`src/rtl/sbox_pkg.sv`:
```
// Shared types and sizing helpers for the buffered 1xN switch box.
package sbox_pkg;

   typedef enum logic [1:0] {
      RUN    = 2'd0,
      DRAIN  = 2'd1,
      SWITCH = 2'd2
   } state_e;

   function automatic int unsigned f_selw(input int unsigned nout);
      return (nout < 2) ? 1 : $clog2(nout);
   endfunction

   function automatic int unsigned f_cntw(input int unsigned depth);
      return $clog2(depth + 1);
   endfunction

endpackage

```
`src/rtl/sbox_elastic_buf.sv`:
```
// DEPTH-entry circular buffer with read-through head; push/pop are guarded against overflow/underflow.
module sbox_elastic_buf
   import sbox_pkg::*;
#(
   parameter int unsigned SIZE  = 32,
   parameter int unsigned DEPTH = 2,
   parameter int unsigned CNTW  = f_cntw(DEPTH)
) (
   input  logic            clock,
   input  logic            reset,
   input  logic            push,
   input  logic [SIZE-1:0] push_data,
   input  logic            pop,
   output logic [SIZE-1:0] rd_data,
   output logic            full,
   output logic            empty
);

   localparam int unsigned PTRW = $clog2(DEPTH);

   logic [PTRW-1:0] wr_ptr_q, wr_ptr_d;
   logic [PTRW-1:0] rd_ptr_q, rd_ptr_d;
   logic [CNTW-1:0] count_q, count_d;
   logic [SIZE-1:0] mem_q [DEPTH];
   logic [SIZE-1:0] mem_d [DEPTH];
   logic            push_ok;
   logic            pop_ok;

   always_comb begin
      full    = (count_q == CNTW'(DEPTH));
      empty   = (count_q == '0);
      push_ok = push && !full;
      pop_ok  = pop && !empty;
      rd_data = mem_q[rd_ptr_q];
   end

   always_comb begin
      mem_d    = mem_q;
      wr_ptr_d = wr_ptr_q;
      rd_ptr_d = rd_ptr_q;
      count_d  = count_q;
      if (push_ok) begin
         mem_d[wr_ptr_q] = push_data;
         wr_ptr_d        = wr_ptr_q + PTRW'(1);
      end
      if (pop_ok) begin
         rd_ptr_d = rd_ptr_q + PTRW'(1);
      end
      // Simultaneous push and pop leaves the occupancy unchanged.
      case ({push_ok, pop_ok})
         2'b10:   count_d = count_q + CNTW'(1);
         2'b01:   count_d = count_q - CNTW'(1);
         default: count_d = count_q;
      endcase
   end

   always_ff @(posedge clock) begin
      if (!reset) begin
         wr_ptr_q <= '0;
         rd_ptr_q <= '0;
         count_q  <= '0;
      end else begin
         wr_ptr_q <= wr_ptr_d;
         rd_ptr_q <= rd_ptr_d;
         count_q  <= count_d;
      end
   end

   // Payload storage needs no reset; occupancy alone decides validity.
   always_ff @(posedge clock) begin
      mem_q <= mem_d;
   end

endmodule

```
`src/rtl/sbox_1xn_buf.sv`:
```
// Buffered 1-to-NOUT switch box; a selection change drains buffered tokens to the old channel first.
module sbox_1xn_buf
   import sbox_pkg::*;
#(
   parameter int unsigned SIZE  = 32,
   parameter int unsigned NOUT  = 4,
   parameter int unsigned DEPTH = 2,
   parameter int unsigned SELW  = f_selw(NOUT)
) (
   input  logic                 clock,
   input  logic                 reset,
   input  logic [SIZE-1:0]      in1_data,
   input  logic                 in1_write,
   output logic                 in1_full_n,
   output logic [NOUT*SIZE-1:0] out_data,
   output logic [NOUT-1:0]      out_write,
   input  logic [NOUT-1:0]      out_full_n,
   input  logic [SELW-1:0]      sel,
   output logic                 cfg_busy,
   output logic                 sel_err
);

   state_e          state_q, state_d;
   logic [SELW-1:0] active_sel_q, active_sel_d;
   logic [SELW-1:0] pend_sel_q, pend_sel_d;
   logic            sel_err_q, sel_err_d;

   logic            push;
   logic            pop;
   logic            act_full_n;
   logic            sel_valid;
   logic            buf_full;
   logic            buf_empty;
   logic [SIZE-1:0] rd_data;

   sbox_elastic_buf #(
      .SIZE  (SIZE),
      .DEPTH (DEPTH)
   ) u_buf (
      .clock     (clock),
      .reset     (reset),
      .push      (push),
      .push_data (in1_data),
      .pop       (pop),
      .rd_data   (rd_data),
      .full      (buf_full),
      .empty     (buf_empty)
   );

   // Handshake and output demux; everything is held quiet while reset is low.
   always_comb begin
      act_full_n = 1'b0;
      for (int unsigned k = 0; k < NOUT; k++) begin
         if (active_sel_q == SELW'(k)) act_full_n = out_full_n[k];
      end
      in1_full_n = reset && (state_q == RUN) && !buf_full;
      push       = in1_write && in1_full_n;
      pop        = reset && !buf_empty && act_full_n;
      out_write  = '0;
      out_data   = '0;
      for (int unsigned k = 0; k < NOUT; k++) begin
         if (active_sel_q == SELW'(k)) begin
            out_write[k]           = pop;
            out_data[k*SIZE +: SIZE] = buf_empty ? '0 : rd_data;
         end
      end
      cfg_busy = (state_q != RUN);
      sel_err  = sel_err_q;
   end

   // Reconfiguration control: RUN -> DRAIN (until empty) -> SWITCH -> RUN.
   always_comb begin
      state_d      = state_q;
      active_sel_d = active_sel_q;
      pend_sel_d   = pend_sel_q;
      sel_err_d    = sel_err_q;
      sel_valid    = (32'(sel) < NOUT);
      case (state_q)
         RUN: begin
            if (!sel_valid) begin
               sel_err_d = 1'b1;
            end else if (sel != active_sel_q) begin
               pend_sel_d = sel;
               state_d    = DRAIN;
            end
         end
         DRAIN: begin
            if (buf_empty) state_d = SWITCH;
         end
         SWITCH: begin
            active_sel_d = pend_sel_q;
            state_d      = RUN;
         end
         default: state_d = RUN;
      endcase
   end

   always_ff @(posedge clock) begin
      if (!reset) begin
         state_q      <= RUN;
         active_sel_q <= '0;
         pend_sel_q   <= '0;
         sel_err_q    <= 1'b0;
      end else begin
         state_q      <= state_d;
         active_sel_q <= active_sel_d;
         pend_sel_q   <= pend_sel_d;
         sel_err_q    <= sel_err_d;
      end
   end

endmodule
```
`config.mk`:
```
export PLATFORM = sky130hd
export DESIGN_NAME = sbox_1xn_buf
export DESIGN_NICKNAME = d
export VERILOG_FILES = /design/src/rtl/sbox_pkg.sv /design/src/rtl/sbox_elastic_buf.sv /design/src/rtl/sbox_1xn_buf.sv
export SDC_FILE = /design/constraint.sdc
export NUM_CORES = 1
export LEC_CHECK = 0
export ABC_AREA = 1
export CORE_ASPECT_RATIO = 1.4
export CORE_MARGIN = 2
export CORE_UTILIZATION = 37
export CTS_CLUSTER_DIAMETER = 100
export DETAILED_ROUTE_END_ITERATION = 6
export PLACE_DENSITY = 0.77
export SYNTH_ARGS = -nofsm -noshare
export SYNTH_HDL_FRONTEND = slang
export SYNTH_HIERARCHICAL = 1
export SYNTH_SLANG_ARGS = --single-unit
```
`constraint.sdc`:
```
create_clock -name clock -period 3.11 [get_ports clock]
set_input_delay 0.622 -clock clock [delete_from_list [all_inputs] [get_ports clock]]
set_output_delay 0.622 -clock clock [all_outputs]
set_load 0.005 [all_outputs]
```
==> tab_implementation.tex <==
\begin{tabular}{lr}
\hline
Metric & Value \\
\hline
\multicolumn{2}{l}{\textbf{Timing}} \\
\quad Slew @ Worst Pin & 0.5757 ns \\
\quad Number of failing setup endpoints in the final timing report & 0 \\
\quad Number of pins exceeding their max-slew limit in the final report & 0 \\
\quad Max-slew headroom & 61.57\% \\
\quad Setup tns final & 0 ns \\
\quad Worst clock skew & 0.003245 ns \\
\quad Unrepaired setup endpoints after global routing & no \\
\quad Peak Freq & 359.6 MHz \\
\quad Minimum setup slack in the final design & 0.3292 ns \\
\quad Number of hold violations in the final report & 0 \\
\quad Tcrit/Tclk final & 89.41\% \\
\quad Post-route minimum period & 2.781 ns \\
\multicolumn{2}{l}{\textbf{Clock network}} \\
\quad Clock Tree Root & sky130\_fd\_sc\_hd\_\_clkbuf\_16 \\
\quad PostCTS Resize Cnt & 0 \\
\quad Clk slew on worst S/H paths & 0.05 ns \\
\quad Post-CTS Hold Buffers & 0 \\
\quad Setup Buffers After CTS & 0 \\
\quad Num CTS Buffers & 9 \\
\quad CTS tree & done \\
\quad Clock Tree Buf Depth & 2 \\
\quad CTS sink count & 74 \\
\quad Clock latency on the worst-skew pair & 0.33 ns \\
\quad Depth of the CTS H-tree & 3 \\
\multicolumn{2}{l}{\textbf{Setup path}} \\
\quad Category of the worst setup path capture point & output pin \\
\quad R2R cell count & 15 \\
\quad Worst R2R End & u\_buf/count\_q[1] \\
\quad Register-to-Register Setup Slack & 0.91 ns \\
\quad Arrival time at the worst endpoint & 2.16 ns \\
\quad Crit path kind & flop to output pin \\
\quad Beginning of the worst register-to-register path & u\_buf/count\_q[0] \\
\quad Req. time, crit path & 2.49 ns \\
\quad Largest driver fanout on the critical path & 19 \\
\quad Critical Path Start Type & flop \\
\multicolumn{2}{l}{\textbf{Run}} \\
\quad Number of maximum-capacitance violations & 0 \\
\multicolumn{2}{l}{\textbf{GRT}} \\
\quad Total overflow reported by the global router & 0 \\
\quad Global-route wire length before repair & 16910 um \\
\quad Initial antenna violation count & 0 \\
\quad Global-route total usage across every layer & 20.86\% \\
\quad Maximum number of pins on one net before global-route repair & 34 \\
\quad Via count of the first global-routing pass & 3451 \\
\multicolumn{2}{l}{\textbf{Synth}} \\
\quad Most frequent cells after synthesis & sky130\_fd\_sc\_hd\_\_nand2\_1 (149), sky130\_fd\_sc\_hd\_\_nor2\_1 (145), sky130\_fd\_sc\_hd\_\_edfxtp\_1 (64) \\
\quad Primary FF master, synth & sky130\_fd\_sc\_hd\_\_edfxtp\_1 \\
\quad Share of synthesized registers carrying an async set or reset & 0\% \\
\quad Post-Synthesis Cell Area & 0.003659 sq mm \\
\quad Register area share after synthesis & 58.00\% \\
\quad Most instantiated library cell after synthesis & sky130\_fd\_sc\_hd\_\_nand2\_1 \\
\quad Post-synth EDFFs & 64 \\
\quad Leading cell types by total area after synthesis & sky130\_fd\_sc\_hd\_\_edfxtp\_1 (53\%), sky130\_fd\_sc\_hd\_\_nand2\_1 (15\%), sky130\_fd\_sc\_hd\_\_nor2\_1 (15\%) \\
\quad Post-Syn Instances & 444 \\
\quad Syn\_area\_per\_cell & 8.240 sq um \\
\quad Synth Register Bits & 74 \\
\quad Warnings from Yosys & 6 \\
\quad Area share of the largest cell type after synthesis & 52.53\% \\
\quad Cell taking the most area after synthesis & sky130\_fd\_sc\_hd\_\_edfxtp\_1 \\
\quad Number of library cell types mapped by synthesis & 23 \\
\quad Nets in the synthesized netlist & 486 \\
\multicolumn{2}{l}{\textbf{Finish}} \\
\quad Area Overhead vs Synth & 60.16\% \\
\quad Final non-filler cell area & 0.005859 sq mm \\
\quad Antenna fix cells & 0 \\
\quad Number of nets at the end of the flow & 660 \\
\quad Ratio of cells with drive above 1 in the final layout & 6.431\% \\
\multicolumn{2}{l}{\textbf{Route}} \\
\quad Final antenna-violating net count & 0 \\
\quad Final routed wirelength across all metal layers & 11160 um \\
\quad Number of vias in the routed layout & 3519 \\
\quad Drt first-iter violations & 206 \\
\quad WL/cell & 14.80 um \\
\quad Post-DR vias/cell & 4.667 \\
\quad DRC violation count after routing & 0 \\
\quad Pre-Repair DR Iteration Count & 4 \\
\multicolumn{2}{l}{\textbf{Min path}} \\
\quad Hold EP & pend\_sel\_q[1] \\
\quad Hold path depth & 2 \\
\quad Worst hold path class & flop to flop \\
\quad Hold path start & pend\_sel\_q[1] \\
\multicolumn{2}{l}{\textbf{Power and ir drop}} \\
\quad Power per cell area & 459.4 mW/mm\^{}2 \\
\quad Static Leak & 2.163 nW \\
\quad Cell internal power dissipation & 0.002036 W \\
\quad Clock share of power & 39.6\% \\
\quad Comb power frac & 17.3\% \\
\quad Net switching power & 0.0006558 W \\
\quad Flop pwr share & 43.1\% \\
\quad Peak supply drop & 0.3567 mV \\
\quad Switching portion of total power & 24.36\% \\
\multicolumn{2}{l}{\textbf{Placed design}} \\
\quad Pre-CTS setup slack & 0.4221 ns \\
\quad Routability congestion estimate & 0.7966 \\
\quad Final HPWL from detailed placement & 7892 um \\
\quad Port bufs & 174 \\
\quad Placed cell area & 0.005553 sq mm \\
\multicolumn{2}{l}{\textbf{Die}} \\
\quad FP Rows & 42 \\
\quad Starting Density & 38.25\% \\
\quad Number of ports placed on the die boundary & 176 \\
\quad Die boundary width & 88.04 um \\
\quad Core Footprint & 0.009564 sq mm \\
\quad Die span in y & 121.7 um \\
\quad Die area & 0.01071 sq mm \\
\multicolumn{2}{l}{\textbf{Outcome}} \\
\quad Status & completed \\
\hline
\end{tabular}
[power by group through the flow]
stage / clock network [W] / registers (W) / logic (W)
final: 0.00107 / 0.00116 / 0.000465
after global routing: 0.00112 / 0.00116 / 0.000512
after CTS: 0.00108 / 0.00116 / 0.000469
after detailed placement: 0 / 0.00118 / 0.000466
after floorplan: 0 / 0.00118 / 0.000232
after global placement: 0 / 0.00118 / 0.000455
[flip-flops by register name (all words and copies together) (netlist names)]
name,flops
u_buf/mem_q,64
active_sel_q,2
pend_sel_q,2
state_q,2
u_buf/count_q,2
u_buf/rd_ptr_q,1
u_buf/wr_ptr_q,1
[kinds of logic (layout without fill, tap and decap cells)]
family | Yosys count | after routing | synth area share, %
other | 1 | 1 | 0.1025
adder cells (fa/ha/maj) | 1 | 1 | 0.3419
AND/OR/NAND/NOR | 313 | 313 | 33.89
flip-flops | 74 | 74 | 58.00
buffers and inverters | 45 | 223 | 6.292
AO/OA/AOI/OAI | 10 | 10 | 1.368
[critical path, cell delays in order, from the launching register on]
cell                              delay, ns
sky130_fd_sc_hd__dfxtp_1               0.44
sky130_fd_sc_hd__nor2_2                0.11
sky130_fd_sc_hd__clkinv_1              0.07
sky130_fd_sc_hd__buf_4                 0.24
sky130_fd_sc_hd__nand2_1               0.10
sky130_fd_sc_hd__nor2_1                0.16
sky130_fd_sc_hd__nand2_2               0.10
sky130_fd_sc_hd__nor2_1                0.09
sky130_fd_sc_hd__clkdlybuf4s50_1       0.51
[per-stage QoR]
step / hold slack [ns] / instances / total power [W] / utilization [%]
after floorplan: 0.4463 / 444 / 0.001409 / -
after global placement: 0.4647 / 739 / 0.001633 / 58.06
after detailed placement: 0.4732 / 739 / 0.001646 / 58.06
after CTS: 0.4877 / 754 / 0.002711 / 61.26
after global routing: 0.5197 / 754 / 0.002799 / 61.26
final: 0.4855 / 754 / 0.002692 / 61.26
[metal layers]
layer,global-route usage (%),share of wire (%),vias up
li1,-,-,1729
met1,23.98,39,1641
met2,38.12,54,134
met3,3.997,5.3,15
met4,7.102,1.8,0
met5,0,0,-
[worst max path at each step]
stage,startpoint,end,slack (ns),depth (start not counted)
floorplan,reset,u_buf/mem_q[32],0.1,7
global placement,reset,out_write[3],0.42,6
global route,u_buf/count_q[0],out_write[3],0.12,8
finish,u_buf/count_q[0],out_write[3],0.33,8
CTS,u_buf/count_q[0],out_write[3],0.31,8
detailed placement,reset,out_write[3],0.42,6
[layout by cell type (no fill, tap or decap), types with 4 or more instances in the layout]
master	netlist	routed
sky130_fd_sc_hd__clkdlybuf4s50_1	0	174
sky130_fd_sc_hd__clkbuf_16	0	9
sky130_fd_sc_hd__a21oi_1	5	5
sky130_fd_sc_hd__inv_2	4	4
sky130_fd_sc_hd__nand3_1	4	4
sky130_fd_sc_hd__nor2_1	145	144
sky130_fd_sc_hd__inv_1	17	17
sky130_fd_sc_hd__buf_4	13	9
sky130_fd_sc_hd__o21ai_0	4	4
sky130_fd_sc_hd__dfxtp_1	10	10
sky130_fd_sc_hd__nand2_1	149	149
sky130_fd_sc_hd__edfxtp_1	64	64
sky130_fd_sc_hd__nor2_4	4	5
[layout make-up]
class                      count  area, sq um
multi-input combinational    325         1314
fill                         817         3705
clock inverter                 6        81.33
sequential                    74         2122
timing repair buffer         186         1869
inverter                      22        82.58
tap                          132        165.2
clock buffer                   9        225.2
Power figures use the tool's default switching activity.
